## src/rtl/riscv_decode_stage.sv

```systemverilog
// ID stage of the 5-stage RV32I core: decode, operand read with WB write-through,
// immediate generation, load-use hazard detection and the ID/EX pipeline register.
module riscv_decode_stage #(
  parameter int XLEN = 32
) (
  input  logic            clk,
  input  logic            rst_n,
  input  logic            id_valid_i,
  input  logic [31:0]     id_instr_i,
  input  logic [XLEN-1:0] id_pc_i,
  input  logic            flush_i,
  output logic [4:0]      rf_a1_o,
  output logic [4:0]      rf_a2_o,
  input  logic [XLEN-1:0] rf_rd1_i,
  input  logic [XLEN-1:0] rf_rd2_i,
  input  logic            wb_we_i,
  input  logic [4:0]      wb_rd_i,
  input  logic [XLEN-1:0] wb_wd_i,
  output logic            stall_o,
  output logic            ex_valid_o,
  output logic [XLEN-1:0] ex_pc_o,
  output logic [XLEN-1:0] ex_rs1_val_o,
  output logic [XLEN-1:0] ex_rs2_val_o,
  output logic [XLEN-1:0] ex_imm_o,
  output logic [4:0]      ex_rs1_o,
  output logic [4:0]      ex_rs2_o,
  output logic [4:0]      ex_rd_o,
  output logic [2:0]      ex_funct3_o,
  output logic            ex_funct7b5_o,
  output logic            ex_alu_src_imm_o,
  output logic            ex_mem_read_o,
  output logic            ex_mem_write_o,
  output logic            ex_reg_write_o,
  output logic            ex_branch_o,
  output logic            ex_jump_o,
  output logic            ex_illegal_o,
  output logic [1:0]      ex_wb_sel_o
);

  localparam logic [6:0] OPC_LUI    = 7'b0110111;
  localparam logic [6:0] OPC_AUIPC  = 7'b0010111;
  localparam logic [6:0] OPC_JAL    = 7'b1101111;
  localparam logic [6:0] OPC_JALR   = 7'b1100111;
  localparam logic [6:0] OPC_BRANCH = 7'b1100011;
  localparam logic [6:0] OPC_LOAD   = 7'b0000011;
  localparam logic [6:0] OPC_STORE  = 7'b0100011;
  localparam logic [6:0] OPC_OPIMM  = 7'b0010011;
  localparam logic [6:0] OPC_OP     = 7'b0110011;

  localparam logic [1:0] WB_ALU  = 2'b00;
  localparam logic [1:0] WB_LOAD = 2'b01;
  localparam logic [1:0] WB_PC4  = 2'b10;

  typedef enum logic [2:0] {
    IMM_NONE, IMM_I, IMM_S, IMM_B, IMM_U, IMM_J
  } imm_sel_e;

  logic [6:0] opcode;
  logic [4:0] rs1;
  logic [4:0] rs2;
  logic [4:0] rd;
  logic [2:0] funct3;
  logic       funct7b5;

  assign opcode   = id_instr_i[6:0];
  assign rd       = id_instr_i[11:7];
  assign funct3   = id_instr_i[14:12];
  assign rs1      = id_instr_i[19:15];
  assign rs2      = id_instr_i[24:20];
  assign funct7b5 = id_instr_i[30];

  // Read addresses go straight to the register file regardless of valid.
  assign rf_a1_o = rs1;
  assign rf_a2_o = rs2;

  // ---------------------------------------------------------------- decode
  imm_sel_e   imm_sel;
  logic       d_alu_src_imm;
  logic       d_mem_read;
  logic       d_mem_write;
  logic       d_reg_write_raw;
  logic       d_reg_write;
  logic       d_branch;
  logic       d_jump;
  logic       d_illegal;
  logic [1:0] d_wb_sel;
  logic       uses_rs1;
  logic       uses_rs2;

  always_comb begin
    imm_sel         = IMM_NONE;
    d_alu_src_imm   = 1'b0;
    d_mem_read      = 1'b0;
    d_mem_write     = 1'b0;
    d_reg_write_raw = 1'b0;
    d_branch        = 1'b0;
    d_jump          = 1'b0;
    d_illegal       = 1'b0;
    d_wb_sel        = WB_ALU;
    uses_rs1        = 1'b1;
    uses_rs2        = 1'b0;
    case (opcode)
      OPC_LUI, OPC_AUIPC: begin
        imm_sel         = IMM_U;
        d_alu_src_imm   = 1'b1;
        d_reg_write_raw = 1'b1;
        uses_rs1        = 1'b0;
      end
      OPC_JAL: begin
        imm_sel         = IMM_J;
        d_reg_write_raw = 1'b1;
        d_jump          = 1'b1;
        d_wb_sel        = WB_PC4;
        uses_rs1        = 1'b0;
      end
      OPC_JALR: begin
        imm_sel         = IMM_I;
        d_alu_src_imm   = 1'b1;
        d_reg_write_raw = 1'b1;
        d_jump          = 1'b1;
        d_wb_sel        = WB_PC4;
      end
      OPC_BRANCH: begin
        imm_sel  = IMM_B;
        d_branch = 1'b1;
        uses_rs2 = 1'b1;
      end
      OPC_LOAD: begin
        imm_sel         = IMM_I;
        d_alu_src_imm   = 1'b1;
        d_mem_read      = 1'b1;
        d_reg_write_raw = 1'b1;
        d_wb_sel        = WB_LOAD;
      end
      OPC_STORE: begin
        imm_sel       = IMM_S;
        d_alu_src_imm = 1'b1;
        d_mem_write   = 1'b1;
        uses_rs2      = 1'b1;
      end
      OPC_OPIMM: begin
        imm_sel         = IMM_I;
        d_alu_src_imm   = 1'b1;
        d_reg_write_raw = 1'b1;
      end
      OPC_OP: begin
        d_reg_write_raw = 1'b1;
        uses_rs2        = 1'b1;
      end
      default: begin
        d_illegal = 1'b1;
      end
    endcase
  end

  // Writes to x0 are architecturally dead, so never advertise them downstream.
  assign d_reg_write = d_reg_write_raw && (rd != 5'd0);

  // ------------------------------------------------------------- immediate
  logic [31:0] d_imm;

  always_comb begin
    d_imm = 32'd0;
    case (imm_sel)
      IMM_I: d_imm = {{20{id_instr_i[31]}}, id_instr_i[31:20]};
      IMM_S: d_imm = {{20{id_instr_i[31]}}, id_instr_i[31:25], id_instr_i[11:7]};
      IMM_B: d_imm = {{19{id_instr_i[31]}}, id_instr_i[31], id_instr_i[7],
                      id_instr_i[30:25], id_instr_i[11:8], 1'b0};
      IMM_U: d_imm = {id_instr_i[31:12], 12'd0};
      IMM_J: d_imm = {{11{id_instr_i[31]}}, id_instr_i[31], id_instr_i[19:12],
                      id_instr_i[20], id_instr_i[30:21], 1'b0};
      default: d_imm = 32'd0;
    endcase
  end

  // -------------------------------------------------------------- operands
  // The register file writes on the edge that ends this cycle, so a same-cycle
  // WB to the register being read must be forwarded here.
  logic [XLEN-1:0] rs1_val;
  logic [XLEN-1:0] rs2_val;

  always_comb begin
    if (rs1 == 5'd0)
      rs1_val = '0;
    else if (wb_we_i && (wb_rd_i == rs1))
      rs1_val = wb_wd_i;
    else
      rs1_val = rf_rd1_i;

    if (rs2 == 5'd0)
      rs2_val = '0;
    else if (wb_we_i && (wb_rd_i == rs2))
      rs2_val = wb_wd_i;
    else
      rs2_val = rf_rd2_i;
  end

  // ---------------------------------------------------------------- hazard
  // Handshake: IF/ID offers an instruction with id_valid_i; stall_o is the
  // inverse of ready -- while high, IF/ID and PC must hold the same instruction
  // and this stage inserts a bubble instead of consuming it. flush_i overrides.
  logic load_use;
  logic bubble;

  assign load_use = id_valid_i && ex_valid_o && ex_mem_read_o && (ex_rd_o != 5'd0) &&
                    ((uses_rs1 && (ex_rd_o == rs1)) || (uses_rs2 && (ex_rd_o == rs2)));
  assign stall_o  = load_use && !flush_i;
  assign bubble   = flush_i || load_use;

  // --------------------------------------------------------- ID/EX register
  always_ff @(posedge clk) begin
    if (!rst_n) begin
      ex_valid_o       <= 1'b0;
      ex_pc_o          <= '0;
      ex_rs1_val_o     <= '0;
      ex_rs2_val_o     <= '0;
      ex_imm_o         <= '0;
      ex_rs1_o         <= 5'd0;
      ex_rs2_o         <= 5'd0;
      ex_rd_o          <= 5'd0;
      ex_funct3_o      <= 3'd0;
      ex_funct7b5_o    <= 1'b0;
      ex_alu_src_imm_o <= 1'b0;
      ex_mem_read_o    <= 1'b0;
      ex_mem_write_o   <= 1'b0;
      ex_reg_write_o   <= 1'b0;
      ex_branch_o      <= 1'b0;
      ex_jump_o        <= 1'b0;
      ex_illegal_o     <= 1'b0;
      ex_wb_sel_o      <= WB_ALU;
    end else if (bubble) begin
      // Data fields are left as-is; only valid and control matter in a bubble.
      ex_valid_o       <= 1'b0;
      ex_alu_src_imm_o <= 1'b0;
      ex_mem_read_o    <= 1'b0;
      ex_mem_write_o   <= 1'b0;
      ex_reg_write_o   <= 1'b0;
      ex_branch_o      <= 1'b0;
      ex_jump_o        <= 1'b0;
      ex_illegal_o     <= 1'b0;
      ex_wb_sel_o      <= WB_ALU;
    end else begin
      ex_valid_o       <= id_valid_i;
      ex_pc_o          <= id_pc_i;
      ex_rs1_val_o     <= rs1_val;
      ex_rs2_val_o     <= rs2_val;
      ex_imm_o         <= d_imm;
      ex_rs1_o         <= rs1;
      ex_rs2_o         <= rs2;
      ex_rd_o          <= rd;
      ex_funct3_o      <= funct3;
      ex_funct7b5_o    <= funct7b5;
      ex_alu_src_imm_o <= id_valid_i && d_alu_src_imm;
      ex_mem_read_o    <= id_valid_i && d_mem_read;
      ex_mem_write_o   <= id_valid_i && d_mem_write;
      ex_reg_write_o   <= id_valid_i && d_reg_write;
      ex_branch_o      <= id_valid_i && d_branch;
      ex_jump_o        <= id_valid_i && d_jump;
      ex_illegal_o     <= id_valid_i && d_illegal;
      ex_wb_sel_o      <= id_valid_i ? d_wb_sel : WB_ALU;
    end
  end

endmodule

```

## config.mk

```make
export PLATFORM = sky130hd
export DESIGN_NAME = riscv_decode_stage
export DESIGN_NICKNAME = d
export VERILOG_FILES = /design/src/rtl/riscv_decode_stage.sv
export SDC_FILE = /design/constraint.sdc
export NUM_CORES = 1
export LEC_CHECK = 0
export CORE_ASPECT_RATIO = 0.5
export CORE_MARGIN = 1.5
export CORE_UTILIZATION = 40
export CTS_CLUSTER_SIZE = 20
export DETAILED_ROUTE_END_ITERATION = 8
export PLACE_DENSITY = 0.76
export SKIP_CTS_REPAIR_TIMING = 1
export SKIP_LAST_GASP = 1
export SLEW_MARGIN = 20
export SYNTH_ARGS = -nofsm -noshare
export SYNTH_HDL_FRONTEND = slang
export SYNTH_SLANG_ARGS = --single-unit
```

## constraint.sdc

```tcl
create_clock -name clk -period 3.12 [get_ports clk]
set_input_delay 0.624 -clock clk [delete_from_list [all_inputs] [get_ports clk]]
set_output_delay 0.624 -clock clk [all_outputs]
set_load 0.01 [all_outputs]
```

==> results.cfg <==
[status]
status = finished clean

[yosys]
synthCells = 906
synth_area_leader_cell = dfxtp_1
synth_compound_area_share_pct = 17.7
muxShareOfSynthArea_pct = 15.3
synth_top_family_by_area = simple AND/OR/NAND/NOR gates
yosys.area.top_type_share_pct = 39.8
synthXorXnorAreaFrac_pct = 2.22
synth_warnings = 0
yosys.area_share.adder_pct = 0
ys_seq_area_share_pct = 39.8
synth_area_per_cell_sq_um = 8.72
synthesis.nets = 1076
synthFlopType = dfxtp_1
synth_edf_count = 0
yosys.area_share.simple_pct = 18.7
ys_ff_latch = 157
synthArstFlopShare_pct = 0
synth.distinct_cells = 45
synth_area_leaders = dfxtp_1 40%, mux2i_1 15%, nand2_1 8.5%, a21boi_0 5.9%, and3_1 5.1%
synth_area_sq_um = 7900

[clocking]
clock-root-buffer = clkbuf_16
clk_pin_slew_ps = 60
clkLatencyLatePin_ps = 430
cts_num_sinks = 157
htree_num_levels = 4
tritoncts = yes
cts_buffer_depth = 2
numCtsBuffers = 17

[power]
fin_total_pwr_mw = 5.46
p_leak_nw = 5.18
ir_worst_vdd_mv = 0.395
p_per_area_nw_per_um2 = 445

[cells_and_area]
n_fill_cell = 1650
final_common_cell = clkdlybuf4s50_1
fin_nets = 1378
drive_above_1_share_pct = 7.53
register_area_sq_um = 3140
syn_to_final_growth_pct = 55.1
fin_area_sq_um = 12300
multi_input_area_sq_um = 4330
final_cell_mix = 334 x clkdlybuf4s50_1, 180 x nand2_1, 157 x dfxtp_1, 121 x mux2i_1, 65 x and3_1

[setup_path]
critical_path.top_delay_family = buffers and inverters
path_max_fanout = 4
required_ps = 2500
slowest_delay_ps = 500
crit_type = in2out
critPathBufInv = 2
startpoint_type = input pin
worstPathCellList = clkdlybuf4s50_1, or3b_1, a21oi_2, nor4_4, nor2_1, nor2_1, dlymetal6s2s_1
cp.arrival_ps = 2140
critPathCaptureType = output pin
crit_top_cell = nor2_1
crit_slowest_cell = clkdlybuf4s50_1

[sta]
tightest_slew_ps = 1060
fin_crit_ps = 2760
hold_viol_final = 0
finalMaxSlewViolations = 0
rsz0062_at_grt = false
hold_ws_ps = 456
min_period_over_period_pct = 88.5
slew_headroom_pct = 28.9
setup_viol = 0
fmax_ghz = 0.362
skew_ps = 10.6

[detailed_routing]
vias = 7773
wl_um = 26900
routed_via_density = 5.22
antenna_left = 0
wl_per_cell_um = 18.1
remaining_drc_errors = 0
drtIter0Drc = 502
dr.pass1.iters = 5

[grt]
grt_max_degree = 159
antenna_found_initial = 1
grt_pass1_vias = 7469
grt.total_usage_pct = 25.0
grt_overflow = 0
grt_pass1_wl_um = 40600

[flow_run]
max_cap_viol_count = 0

[placement]
place.port_buffers = 337
placed_area_sq_um = 11600
gp_congestion = 0.877
hpwl_um = 19700

[floorplan]
row_count = 36
coreArea_sq_um = 19400
initial_core_util_pct = 40.7
chipWidth_um = 202
die_h_um = 102
ios = 338
die_area_sq_um = 20700

[min_path]
worst_hold_path_type = reg2reg
-- path summary, 6_finish.rpt --
check	start	endpoint	slack, ps	cells after the start
max	id_instr_i[3]	stall_o	360	7
min reg2reg	ex_funct3_o[2]	ex_funct3_o[2]	460	2
max reg2reg	ex_rd_o[2]	ex_imm_o[3]	540	6
min	ex_funct3_o[2]	ex_funct3_o[2]	460	2
-- per-layer routing --
layer / global-route usage (%) / vias to the layer above / routed length [um]
li1: - / 3791 / -
met1: 32.4 / 3671 / 11800
met4: 9.36 / 0 / 726
met5: 0 / - / 0
met3: 4.27 / 41 / 1460
met2: 42.1 / 270 / 13000
-- sequential cells by signal, indices dropped and copies added (netlist names), 2 cells and up --
name and cells:
ex_rs2_o 5, ex_rd_o 5, ex_rs1_o 5, ex_pc_o 32, ex_rs1_val_o 32, ex_imm_o 32
ex_rs2_val_o 32, ex_funct3_o 3, ex_wb_sel_o 2
-- metrics by stage --
step           TNS [ps]  utilization (%)  worst slack, ps  instances
6_report              0             63.1              360       1488
5_1_grt               0             63.1              265       1488
4_1_cts           -39.9             63.0            -39.9       1487
3_3_place_gp       -439             59.8            -38.4       1455
3_5_place_dp       -972             59.8            -50.4       1455
2_1_floorplan         0                -              733        906
-- power breakdown --
| part | internal (mW) | switching, mW |
|---|---|---|
| clock network | 1.31 | 0.977 |
| logic | 0.551 | 0.460 |
| registers | 2.10 | 0.0584 |
| total | 3.96 | 1.50 |
-- cell usage after synthesis (2+ instances only) --
master / count
o211ai_1: 4
nor4_1: 9
clkbuf_1: 64
o31ai_1: 2
dfxtp_1: 157
and2_1: 5
buf_6: 7
xnor2_1: 12
o21ai_1: 10
nand2_1: 180
nand2b_1: 3
buf_2: 10
and3_1: 65
o21a_1: 2
a21oi_1: 7
o21ai_0: 59
buf_4: 14
nor2b_1: 2
nand4b_1: 2
inv_1: 3
nand3_1: 15
or4_1: 5
nor2_1: 9
a32o_1: 26
a21o_1: 20
mux2i_1: 121
nor4_2: 4
xor2_1: 8
a22o_1: 4
a21boi_0: 62
-- logic make-up (layout without fill, tap and decap cells) --
logic type	count (synthesis)	in the layout
buf+inv	99	414
xor+xnor	20	20
other cells	0	1
compound gates	201	201
mux	121	121
simple gates	308	308
flops	157	157
-- cell type report --
cell class,count,share of cell area [%]
sequential,157,25.6
antenna,1,0.0204
clock inverter,15,1.69
tap,266,2.71
inverter,3,0.0919
clock buffer,17,3.47
multi-input combinational,650,35.3
timing repair buffer,379,31.1
-- worst min-delay path, cell delays in order (launching register included) --
cell and delay [ps]:
dfxtp_1 310, nand2_1 50, mux2i_1 50
No activity file was read; power rests on OpenSTA's default activity.
